--- src/rtl/bp_debug_unit.sv ---
// Memory-mapped hardware breakpoint unit: NUM_BP exec/read/write channels with hit
// counters, sticky status, captured hit address and a halt/ack/resume handshake.
module bp_debug_unit #(
    parameter int unsigned       NUM_BP = 4,
    parameter int unsigned       ADDR_W = 32,
    parameter int unsigned       DATA_W = 16,
    parameter logic [ADDR_W-1:0] BASE   = ADDR_W'(32'hFFFFF000),
    parameter int unsigned       CNT_W  = 8
) (
    input  logic              clk,
    input  logic              rst,
    input  logic [ADDR_W-1:0] addr,
    input  logic [DATA_W-1:0] wdata,
    input  logic              we,
    input  logic              re,
    output logic [DATA_W-1:0] rdata,
    output logic              ready,
    output logic              sel,
    input  logic [ADDR_W-1:0] pc,
    input  logic              pcValid,
    input  logic [ADDR_W-1:0] memAddr,
    input  logic              memRe,
    input  logic              memWe,
    output logic              haltReq,
    input  logic              haltAck,
    output logic              halted
);
    localparam int unsigned NREG   = 4 * NUM_BP + 4;
    localparam int unsigned OFF_W  = $clog2(NREG);
    localparam int unsigned WIN    = 1 << OFF_W;
    localparam int unsigned CIDX_W = OFF_W - 2;
    localparam int unsigned AHI_W  = ADDR_W - 16;

    typedef enum logic [1:0] {RUN, HALT_REQ, HALTED} stateT;

    stateT              state;
    logic [NUM_BP-1:0]  enR, execR, readR, writeR, status;
    logic [NUM_BP-1:0]  execM, dataM, match, trig, chWr, statusClr;
    logic [CNT_W-1:0]   thr    [NUM_BP];
    logic [CNT_W-1:0]   cnt    [NUM_BP];
    logic [CNT_W-1:0]   cntInc [NUM_BP];
    logic [ADDR_W-1:0]  bpAddr [NUM_BP];
    logic [ADDR_W-1:0]  hitAddr, hitNext, offFull;
    logic [OFF_W-1:0]   off;
    logic [CIDX_W-1:0]  chIdx;
    logic [1:0]         regIdx;
    logic               isChan, isGlobal, busWr, resume;
    logic [DATA_W-1:0]  rdMux;

    // Window is the register file rounded up to a power of two; the tail reads as 0.
    assign offFull   = addr - BASE;
    assign sel       = (addr >= BASE) && (offFull < ADDR_W'(WIN));
    assign off       = offFull[OFF_W-1:0];
    assign chIdx     = off[OFF_W-1:2];
    assign regIdx    = off[1:0];
    assign isChan    = chIdx < CIDX_W'(NUM_BP);
    assign isGlobal  = chIdx == CIDX_W'(NUM_BP);
    assign busWr     = we && sel;
    assign resume    = busWr && isGlobal && (regIdx == 2'd3) && (state == HALTED);
    assign statusClr = (busWr && isGlobal && regIdx == 2'd0) ? wdata[NUM_BP-1:0] : '0;

    // Descending scan so the lowest triggering channel supplies the hit address.
    always_comb begin
        execM   = '0;
        dataM   = '0;
        match   = '0;
        trig    = '0;
        chWr    = '0;
        hitNext = '0;
        for (int i = NUM_BP - 1; i >= 0; i--) begin
            cntInc[i] = (&cnt[i]) ? cnt[i] : cnt[i] + 1'b1;
            chWr[i]   = busWr && isChan && (chIdx == CIDX_W'(i));
            execM[i]  = enR[i] && execR[i] && pcValid && (pc == bpAddr[i]);
            dataM[i]  = enR[i] && ((readR[i] && memRe) || (writeR[i] && memWe))
                        && (memAddr == bpAddr[i]);
            match[i]  = (state == RUN) && (execM[i] || dataM[i]) && !chWr[i];
            trig[i]   = match[i] && (cntInc[i] >= ((thr[i] == '0) ? CNT_W'(1) : thr[i]));
            if (trig[i]) hitNext = execM[i] ? pc : memAddr;
        end
    end

    always_comb begin
        rdMux = '0;
        for (int i = 0; i < NUM_BP; i++) begin
            if (isChan && chIdx == CIDX_W'(i)) begin
                case (regIdx)
                    2'd0: begin
                        rdMux[3:0]       = {writeR[i], readR[i], execR[i], enR[i]};
                        rdMux[8 +: CNT_W] = thr[i];
                    end
                    2'd1:    rdMux = DATA_W'(bpAddr[i][15:0]);
                    2'd2:    rdMux = DATA_W'(bpAddr[i][ADDR_W-1:16]);
                    default: rdMux = DATA_W'(cnt[i]);
                endcase
            end
        end
        if (isGlobal) begin
            case (regIdx)
                2'd0:    rdMux = DATA_W'(status);
                2'd1:    rdMux = DATA_W'(hitAddr[15:0]);
                2'd2:    rdMux = DATA_W'(hitAddr[ADDR_W-1:16]);
                default: rdMux = DATA_W'(halted);
            endcase
        end
    end

    always_ff @(posedge clk) begin
        if (rst) begin
            state   <= RUN;
            haltReq <= 1'b0;
            halted  <= 1'b0;
            ready   <= 1'b0;
            rdata   <= '0;
            status  <= '0;
            hitAddr <= '0;
            enR     <= '0;
            execR   <= '0;
            readR   <= '0;
            writeR  <= '0;
            for (int i = 0; i < NUM_BP; i++) begin
                thr[i]    <= '0;
                cnt[i]    <= '0;
                bpAddr[i] <= '0;
            end
        end else begin
            ready <= re && sel;
            rdata <= (re && sel) ? rdMux : '0;
            for (int i = 0; i < NUM_BP; i++) begin
                if (chWr[i] && regIdx == 2'd0) begin
                    enR[i]    <= wdata[0];
                    execR[i]  <= wdata[1];
                    readR[i]  <= wdata[2];
                    writeR[i] <= wdata[3];
                    thr[i]    <= wdata[8 +: CNT_W];
                end
                if (chWr[i] && regIdx == 2'd1) bpAddr[i][15:0] <= wdata[15:0];
                if (chWr[i] && regIdx == 2'd2) bpAddr[i][ADDR_W-1:16] <= wdata[AHI_W-1:0];
                // Resume restarts counting only on channels that actually fired.
                if ((chWr[i] && regIdx == 2'd3) || (resume && status[i])) cnt[i] <= '0;
                else if (match[i]) cnt[i] <= cntInc[i];
            end
            status <= (status & ~statusClr) | trig;
            if (|trig) hitAddr <= hitNext;
            case (state)
                RUN: if (|trig) begin
                    state   <= HALT_REQ;
                    haltReq <= 1'b1;
                end
                HALT_REQ: if (haltAck) begin
                    state   <= HALTED;
                    haltReq <= 1'b0;
                    halted  <= 1'b1;
                end
                HALTED: if (resume) begin
                    state  <= RUN;
                    halted <= 1'b0;
                end
                default: begin
                    state   <= RUN;
                    haltReq <= 1'b0;
                    halted  <= 1'b0;
                end
            endcase
        end
    end
endmodule

--- config.mk ---
export PLATFORM = sky130hd
export DESIGN_NAME = bp_debug_unit
export DESIGN_NICKNAME = d
export VERILOG_FILES = /design/src/rtl/bp_debug_unit.sv
export SDC_FILE = /design/constraint.sdc
export NUM_CORES = 1
export LEC_CHECK = 0
export CAP_MARGIN = 10
export CELL_PAD_IN_SITES_DETAIL_PLACEMENT = 0
export CELL_PAD_IN_SITES_GLOBAL_PLACEMENT = 1
export CORE_UTILIZATION = 40
export CTS_CLUSTER_DIAMETER = 50
export DETAILED_ROUTE_END_ITERATION = 10
export PLACE_DENSITY_LB_ADDON = 0.12
export SLEW_MARGIN = 40
export SYNTH_ARGS = -nofsm -noshare
export SYNTH_HDL_FRONTEND = slang
export SYNTH_SLANG_ARGS = --single-unit
--- constraint.sdc ---
create_clock -name clk -period 3.75 [get_ports clk]
set_input_delay 0.75 -clock clk [delete_from_list [all_inputs] [get_ports clk]]
set_output_delay 0.75 -clock clk [all_outputs]
set_load 0.02 [all_outputs]
==> results of run 1 <==
[logic make-up (layout without fill, tap and decap cells)]
| group | after synthesis | after routing | share of synthesized area |
|---|---|---|---|
| AO/OA/AOI/OAI | 367 | 367 | 0.1377 |
| XOR/XNOR | 271 | 271 | 0.1258 |
| adder cells (fa/ha/maj) | 36 | 36 | 0.02388 |
| buffers and inverters | 208 | 666 | 0.04498 |
| flip-flops | 265 | 265 | 0.3832 |
| multiplexers | 82 | 82 | 0.06004 |
| other | 0 | 1 | 0 |
| AND/OR/NAND/NOR | 770 | 770 | 0.2244 |
[flip-flops by register name (all words and copies together) (netlist names)]
| register | cells |
|---|---|
| writeR | 4 |
| hitAddr | 32 |
| readR | 4 |
| ready | 1 |
| enR | 4 |
| rdata | 16 |
| cnt | 32 |
| bpAddr | 128 |
| state | 2 |
| thr | 32 |
| execR | 4 |
| halted | 1 |
| haltReq | 1 |
| status | 4 |
[path summary, 6_finish.rpt]
path,from,end,slack [ns],cells after the start
worst max register to register,cnt[0][1],hitAddr[16],0.08,19
worst min register to register,hitAddr[28],hitAddr[28],0.47,2
worst max-delay path,cnt[0][1],hitAddr[16],0.08,19
worst min-delay path,hitAddr[28],hitAddr[28],0.47,2
[layout by cell type, fill, tap and decap left out, drive strengths merged, types with 49 or more instances in the layout]
cell type        n
edfxtp         192
dfxtp           73
xnor2          187
nor4            60
nor2            90
a21oi           65
xor2            84
clkdlybuf4s50  128
and2           168
inv             61
buf            411
nand2          174
o21ai           80
nand4           86
mux2i           49
[through the flow]
stage               TNS [ns]  hold WS, ns
finish                     0       0.4666
floorplan             -19.61       0.4293
global placement      -24.77       0.4421
CTS                        0       0.4644
global route         -0.3595       0.4814
detailed placement    -19.51       0.4543
[worst max-delay path, cell delays in order (launching register included)]
cell,delay (ns)
edfxtp_1,0.42
ha_2,0.22
nand2_2,0.08
nor2_2,0.04
nand3_2,0.08
nand2b_1,0.08
nor2_1,0.13
xor2_1,0.24
ha_1,0.30
a21o_1,0.19
a21o_1,0.17
a21oi_1,0.14
o31a_1,0.21
buf_12,0.16
a2111oi_4,0.07
or2_4,0.28
buf_4,0.15
buf_4,0.13
or3_1,0.37
a21oi_2,0.13
[area by class of cell]
class	count	share of cell area
antenna	1	0.00009821
clock buffer	45	0.03791
clock inverter	23	0.01208
inverter	56	0.008249
multi-input combinational	1526	0.4348
sequential	265	0.2836
tap	607	0.02981
timing repair buffer	542	0.1935
[layer usage]
metal  vias up  wire, um  global-route usage
met1      9304     41330              0.5782
met3       289     10840             0.07581
met4         0      7202              0.2398
met5         -         0                   0
li1       8155         -                   -
met2      1238     43260              0.6252
[what timing repair did]
action                                  4_1_cts  5_1_grt
cloned                                        0        5
buffers inserted                              2       16
endpoints found under the setup margin       32       34
resized for setup                            11       62
pin swaps                                     2       36
[power by group through the flow]
stage	Clock, uW	Sequential, uW	Combinational [uW]
6_report	3640	3450	1850
5_1_grt	3770	3450	1910
4_1_cts	3670	3430	1750
3_5_place_dp	0	3500	1740
3_3_place_gp	0	3500	1750
2_1_floorplan	0	3400	784
==> qor.txt, run 1 <==
Synth Warn # -> 0
FF+latch count, synth -> 265
area leader, netlist -> edfxtp_1
initial antenna violation count -> 4
Bufs on Longest Clock Path -> 3
CTS Sinks -> 265
Final Hold Viols -> 0
pre-CTS setup slack -> -0.4476 ns
final wirelength -> 102600 um
EDFF count, synth -> 192
footprint of the multi-input gates -> 11080 um^2
Required @ worst endpoint -> 4.26 ns
Vias -> 18.99k
die height -> 219.1 um
period utilization -> 0.9785
Final Skew -> 0.03006 ns
Port Buffer Count -> 139
fraction of layout cells with a size suffix above 1 -> 0.2381
WL/cell -> 33.49 um
standard-cell row count -> 79
CTS clock-pin slew for the worst setup and hold paths -> 0.06 ns
RSZ-0062 raised after global routing -> yes
Core Util, Final -> 0.5473
largest net degree at the start of global routing -> 42
Gate power share -> 0.207
hold crit path type -> reg -> reg
top-area cell type share of the netlist area -> 0.3057
H-tree levels -> 2
Seq/Total Area, Yosys -> 0.3832
placed insts -> 2975
Final setup viols -> 0
crit path setup slack, layout -> 0.08077 ns
post-route total power -> 8948 uW
clock share of power -> 0.407
drt via density -> 6.194
final net count -> 2584
dpl cell area -> 23660 um^2
die width -> 219.1 um
pwr/cell area -> 351.2 nW/um^2
Mapped Area -> 18860 um^2
asr flop ratio synth -> 0
maxcap violations -> 0
Sw Share -> 0.3117
Netlist cell types -> 77
Syn Area/Cell -> 9.435 um^2
CORE AREA -> 46560 um^2
most frequent cell after synthesis -> edfxtp_1
worst slew pin tran -> 0.9913 ns
die area -> 48020 um^2
Layout area overhead -> 35.10%
LEAKAGE -> 0.009729 uW
GPL Wtd Cong -> 1.096
top cells by count, synth -> 192 x edfxtp_1, 187 x xnor2_1, 174 x nand2_1
Post-synth top flop -> edfxtp_1
total CTS buffers -> 37
Worst setup EP type -> flop
register area -> 7227 um^2
Final Max Tran Viols -> 0
Finished Cell Area -> 25480 um^2
fillcell total -> 4261
worst-skew pair later-pin latency -> 0.59 ns
ANT nets after route -> 0
most area-consuming cells after synthesis -> edfxtp_1 31%, xnor2_1 8.7%, dfxtp_1 7.7%, and2_1 5.5%, xor2_1 3.9%
dpl hpwl -> 81800 um
Pint -> 6159 uW
WP data arrival -> 4.18 ns
Max transition margin -> 0.3321
vias in the first global route -> 17.68k
CTS Hold Bufs -> 0
crit path kind -> reg -> reg
Post-Synthesis Cells -> 1999
Clk Tree Root Cell -> clkbuf_16
first-pass GRT wire length -> 138500 um
outcome -> finished, final reports clean
gr ovfl total -> 0
DR pass1 iterations -> 5
Top Ports -> 140
Peak VDD IR -> 0.3725 mV
Seq pwr share -> 0.386
DRC viols -> 0
Starting Density -> 0.4051
min cycle time layout -> 3.669 ns
gr usage total -> 0.4224
Iter 0 DRT Violations -> 2672
Startpoint Class -> flop
syn_nets -> 2155
Fmax achieved -> 272.5 MHz
switching power -> 2789 uW
Finished Layout Cells -> 3065
Max FO, Critical Path -> 5
CTS tree -> yes
Note: power is estimated with default switching activity, not from simulation.
==> run 2: changes to the inputs <==
--- a/config.mk
+++ b/config.mk
@@ -5,9 +5,11 @@
 export SDC_FILE = /design/constraint.sdc
 export NUM_CORES = 1
 export LEC_CHECK = 0
+export ABC_AREA = 0
 export CAP_MARGIN = 10
 export CELL_PAD_IN_SITES_DETAIL_PLACEMENT = 0
 export CELL_PAD_IN_SITES_GLOBAL_PLACEMENT = 1
+export CORE_ASPECT_RATIO = 1.1
 export CORE_UTILIZATION = 40
 export CTS_CLUSTER_DIAMETER = 50
 export DETAILED_ROUTE_END_ITERATION = 10
==> run 2 against run 1 <==
  * Count of clock-buffer cells in the layout is 3 lower
  * Via count is 0.63% higher
  * Worst hold slack worse by 0.0014 ns
  * Global-route usage is 0.47 points lower
  * Final area is 0.52% higher
  * Maximum frequency is 1.3% lower
  * Die area hardly changed
  * Power is 3.0% lower
  * Clock skew is 0.0094 ns higher
  * Sequential power hardly changed
==> qor.txt, run 2 (synthesized netlist as in run 1, its figures left out) <==
maxcap violations -> 0
Worst setup EP type -> flop
Final Hold Viols -> 0
Hold WS -> 0.4652 ns
final wirelength -> 102400 um
Starting Density -> 0.4045
Bufs on Longest Clock Path -> 3
total CTS buffers -> 34
Gate power share -> 0.219
Port Buffer Count -> 139
most common cell after layout, fill and taps aside -> buf_4
Worst path depth -> 12
Top Ports -> 140
final net count -> 2573
Sw Share -> 0.2989
cells along the critical path -> clkdlybuf4s50_1 > buf_4 > nand2b_1 > nand4_1 > nor4_1 > nand3_1 > a211oi_2 > a311oi_4 > buf_4 > a21oi_1 > o211ai_1 > o21ai_2
CTS clock-pin slew for the worst setup and hold paths -> 0.05 ns
worst slew pin tran -> 0.9519 ns
Max FO, Critical Path -> 6
period utilization -> 0.9913
RR Startpoint -> cnt[2][4]
CP max stage delay -> 0.72 ns
slowest CP cell -> clkdlybuf4s50_1
initial antenna violation count -> 4
crit path launch -> memAddr[11]
DRC viols -> 0
Vias -> 19.11k
ANT nets after route -> 0
R2R Path End -> hitAddr[1]
footprint of the multi-input gates -> 11170 um^2
Most flops, register -> bpAddr
CTS tree -> yes
register area -> 7227 um^2
placed insts -> 2962
fillcell total -> 4143
R2R cell count -> 18
DR pass1 iterations -> 9
hold crit path type -> reg -> reg
Required @ worst endpoint -> 4.21 ns
outcome -> finished, final reports clean
gr ovfl total -> 0
min cycle time layout -> 3.717 ns
most frequent CP cell -> buf_4
RSZ-0062 raised after global routing -> yes
flop2flop setup slack -> 0.04 ns
LEAKAGE -> 0.009742 uW
vias in the first global route -> 18.09k
crit path to -> hitAddr[1]
Iter 0 DRT Violations -> 2352
die height -> 229.7 um
GPL Wtd Cong -> 1.137
worst-skew pair later-pin latency -> 0.56 ns
Seq pwr share -> 0.395
Fmax achieved -> 269.0 MHz
clock share of power -> 0.386
die width -> 209.0 um
first-pass GRT wire length -> 138300 um
Max transition margin -> 0.3634
gr usage total -> 0.4177
drt via density -> 6.291
Final Skew -> 0.03946 ns
Finished Layout Cells -> 3037
Final setup viols -> 0
Pint -> 6085 uW
fraction of layout cells with a size suffix above 1 -> 0.2347
crit path kind -> in -> reg
WL/cell -> 33.73 um
die area -> 48020 um^2
Peak VDD IR -> 0.4520 mV
pwr/cell area -> 338.8 nW/um^2
standard-cell row count -> 83
Layout area overhead -> 35.80%
CTS Sinks -> 265
worst path bufs/invs -> 3
H-tree levels -> 2
Final Max Tran Viols -> 0
dpl hpwl -> 81330 um
WP data arrival -> 4.18 ns
most frequent cells in the layout -> 329 x buf_4, 192 x edfxtp_1, 181 x xnor2_1
Startpoint Class -> primary input
Clk Tree Root Cell -> clkbuf_16
max reg flops -> 128
post-route total power -> 8679 uW
critical path's top delay family -> compound AO/OA/AOI/OAI gates
largest net degree at the start of global routing -> 42
switching power -> 2594 uW
Core Util, Final -> 0.5493
CORE AREA -> 46630 um^2
==> run 2: changes by cell type in the layout (fill, tap and decap cells not counted), moves of 3 or more <==
cell	previous run	this run
a21oi_2	11	6
a21oi_1	54	58
buf_12	38	57
a211oi_2	5	8
inv_8	3	0
buf_4	355	329
a211oi_1	6	3
==> run 2: final cells by class <==
cell class / count / area share
clock buffer: 42 / 0.03561
antenna: 1 / 0.00009770
sequential: 265 / 0.2822
multi-input combinational: 1526 / 0.4363
clock inverter: 18 / 0.008695
tap: 595 / 0.02907
timing repair buffer: 534 / 0.1999
inverter: 56 / 0.008207
==> run 2: through the flow <==
step	worst slack (ns)	TNS, ns	area, um^2
4_1_cts	0.004459	0	25110
2_1_floorplan	-0.3065	-19.61	18860
6_report	0.03255	0	25610
3_3_place_gp	-0.4365	-12.56	23920
5_1_grt	-0.05816	-0.3609	25610
3_5_place_dp	-0.4189	-11.88	23900
==> run 2: power by group through the flow <==
stage               logic (uW)  registers (uW)  clock network, uW
floorplan                  784            3400                  0
global placement          1780            3470                  0
detailed placement        1780            3480                  0
CTS                       1790            3410               3370
global route              1950            3430               3480
finish                    1900            3430               3350
==> run 2: worst min-delay path by stage <==
stage	slack [ns]	cells after the start	end	start
finish	0.47	2	hitAddr[22]	hitAddr[22]
global route	0.49	2	hitAddr[14]	hitAddr[14]
CTS	0.47	2	hitAddr[22]	hitAddr[22]
detailed placement	0.46	2	hitAddr[22]	hitAddr[22]
global placement	0.45	2	haltReq	haltReq
floorplan	0.43	2	hitAddr[1]	hitAddr[1]
==> run 2: what timing repair did <==
item                       in CTS  in global routing
buffers inserted                1                 14
hold buffers                    0                  0
setup endpoints to repair      32                 34
resized for setup              15                 64
pin swaps                       4                 56
cloned                          0                  5
==> run 2: routing by layer <==
metal | GRT usage | vias up | routed length (um)
li1 | - | 8140 | -
met5 | 0 | - | 28
met4 | 0.3182 | 2 | 9134
met1 | 0.5188 | 9319 | 38450
met3 | 0.08235 | 336 | 10250
met2 | 0.6403 | 1309 | 44570
==> run 2: tightest hold or removal path, cell delays in order (launching register included) <==
cell and delay [ns]:
dfxtp_1 0.31, nand2_1 0.06, o21ai_2 0.04
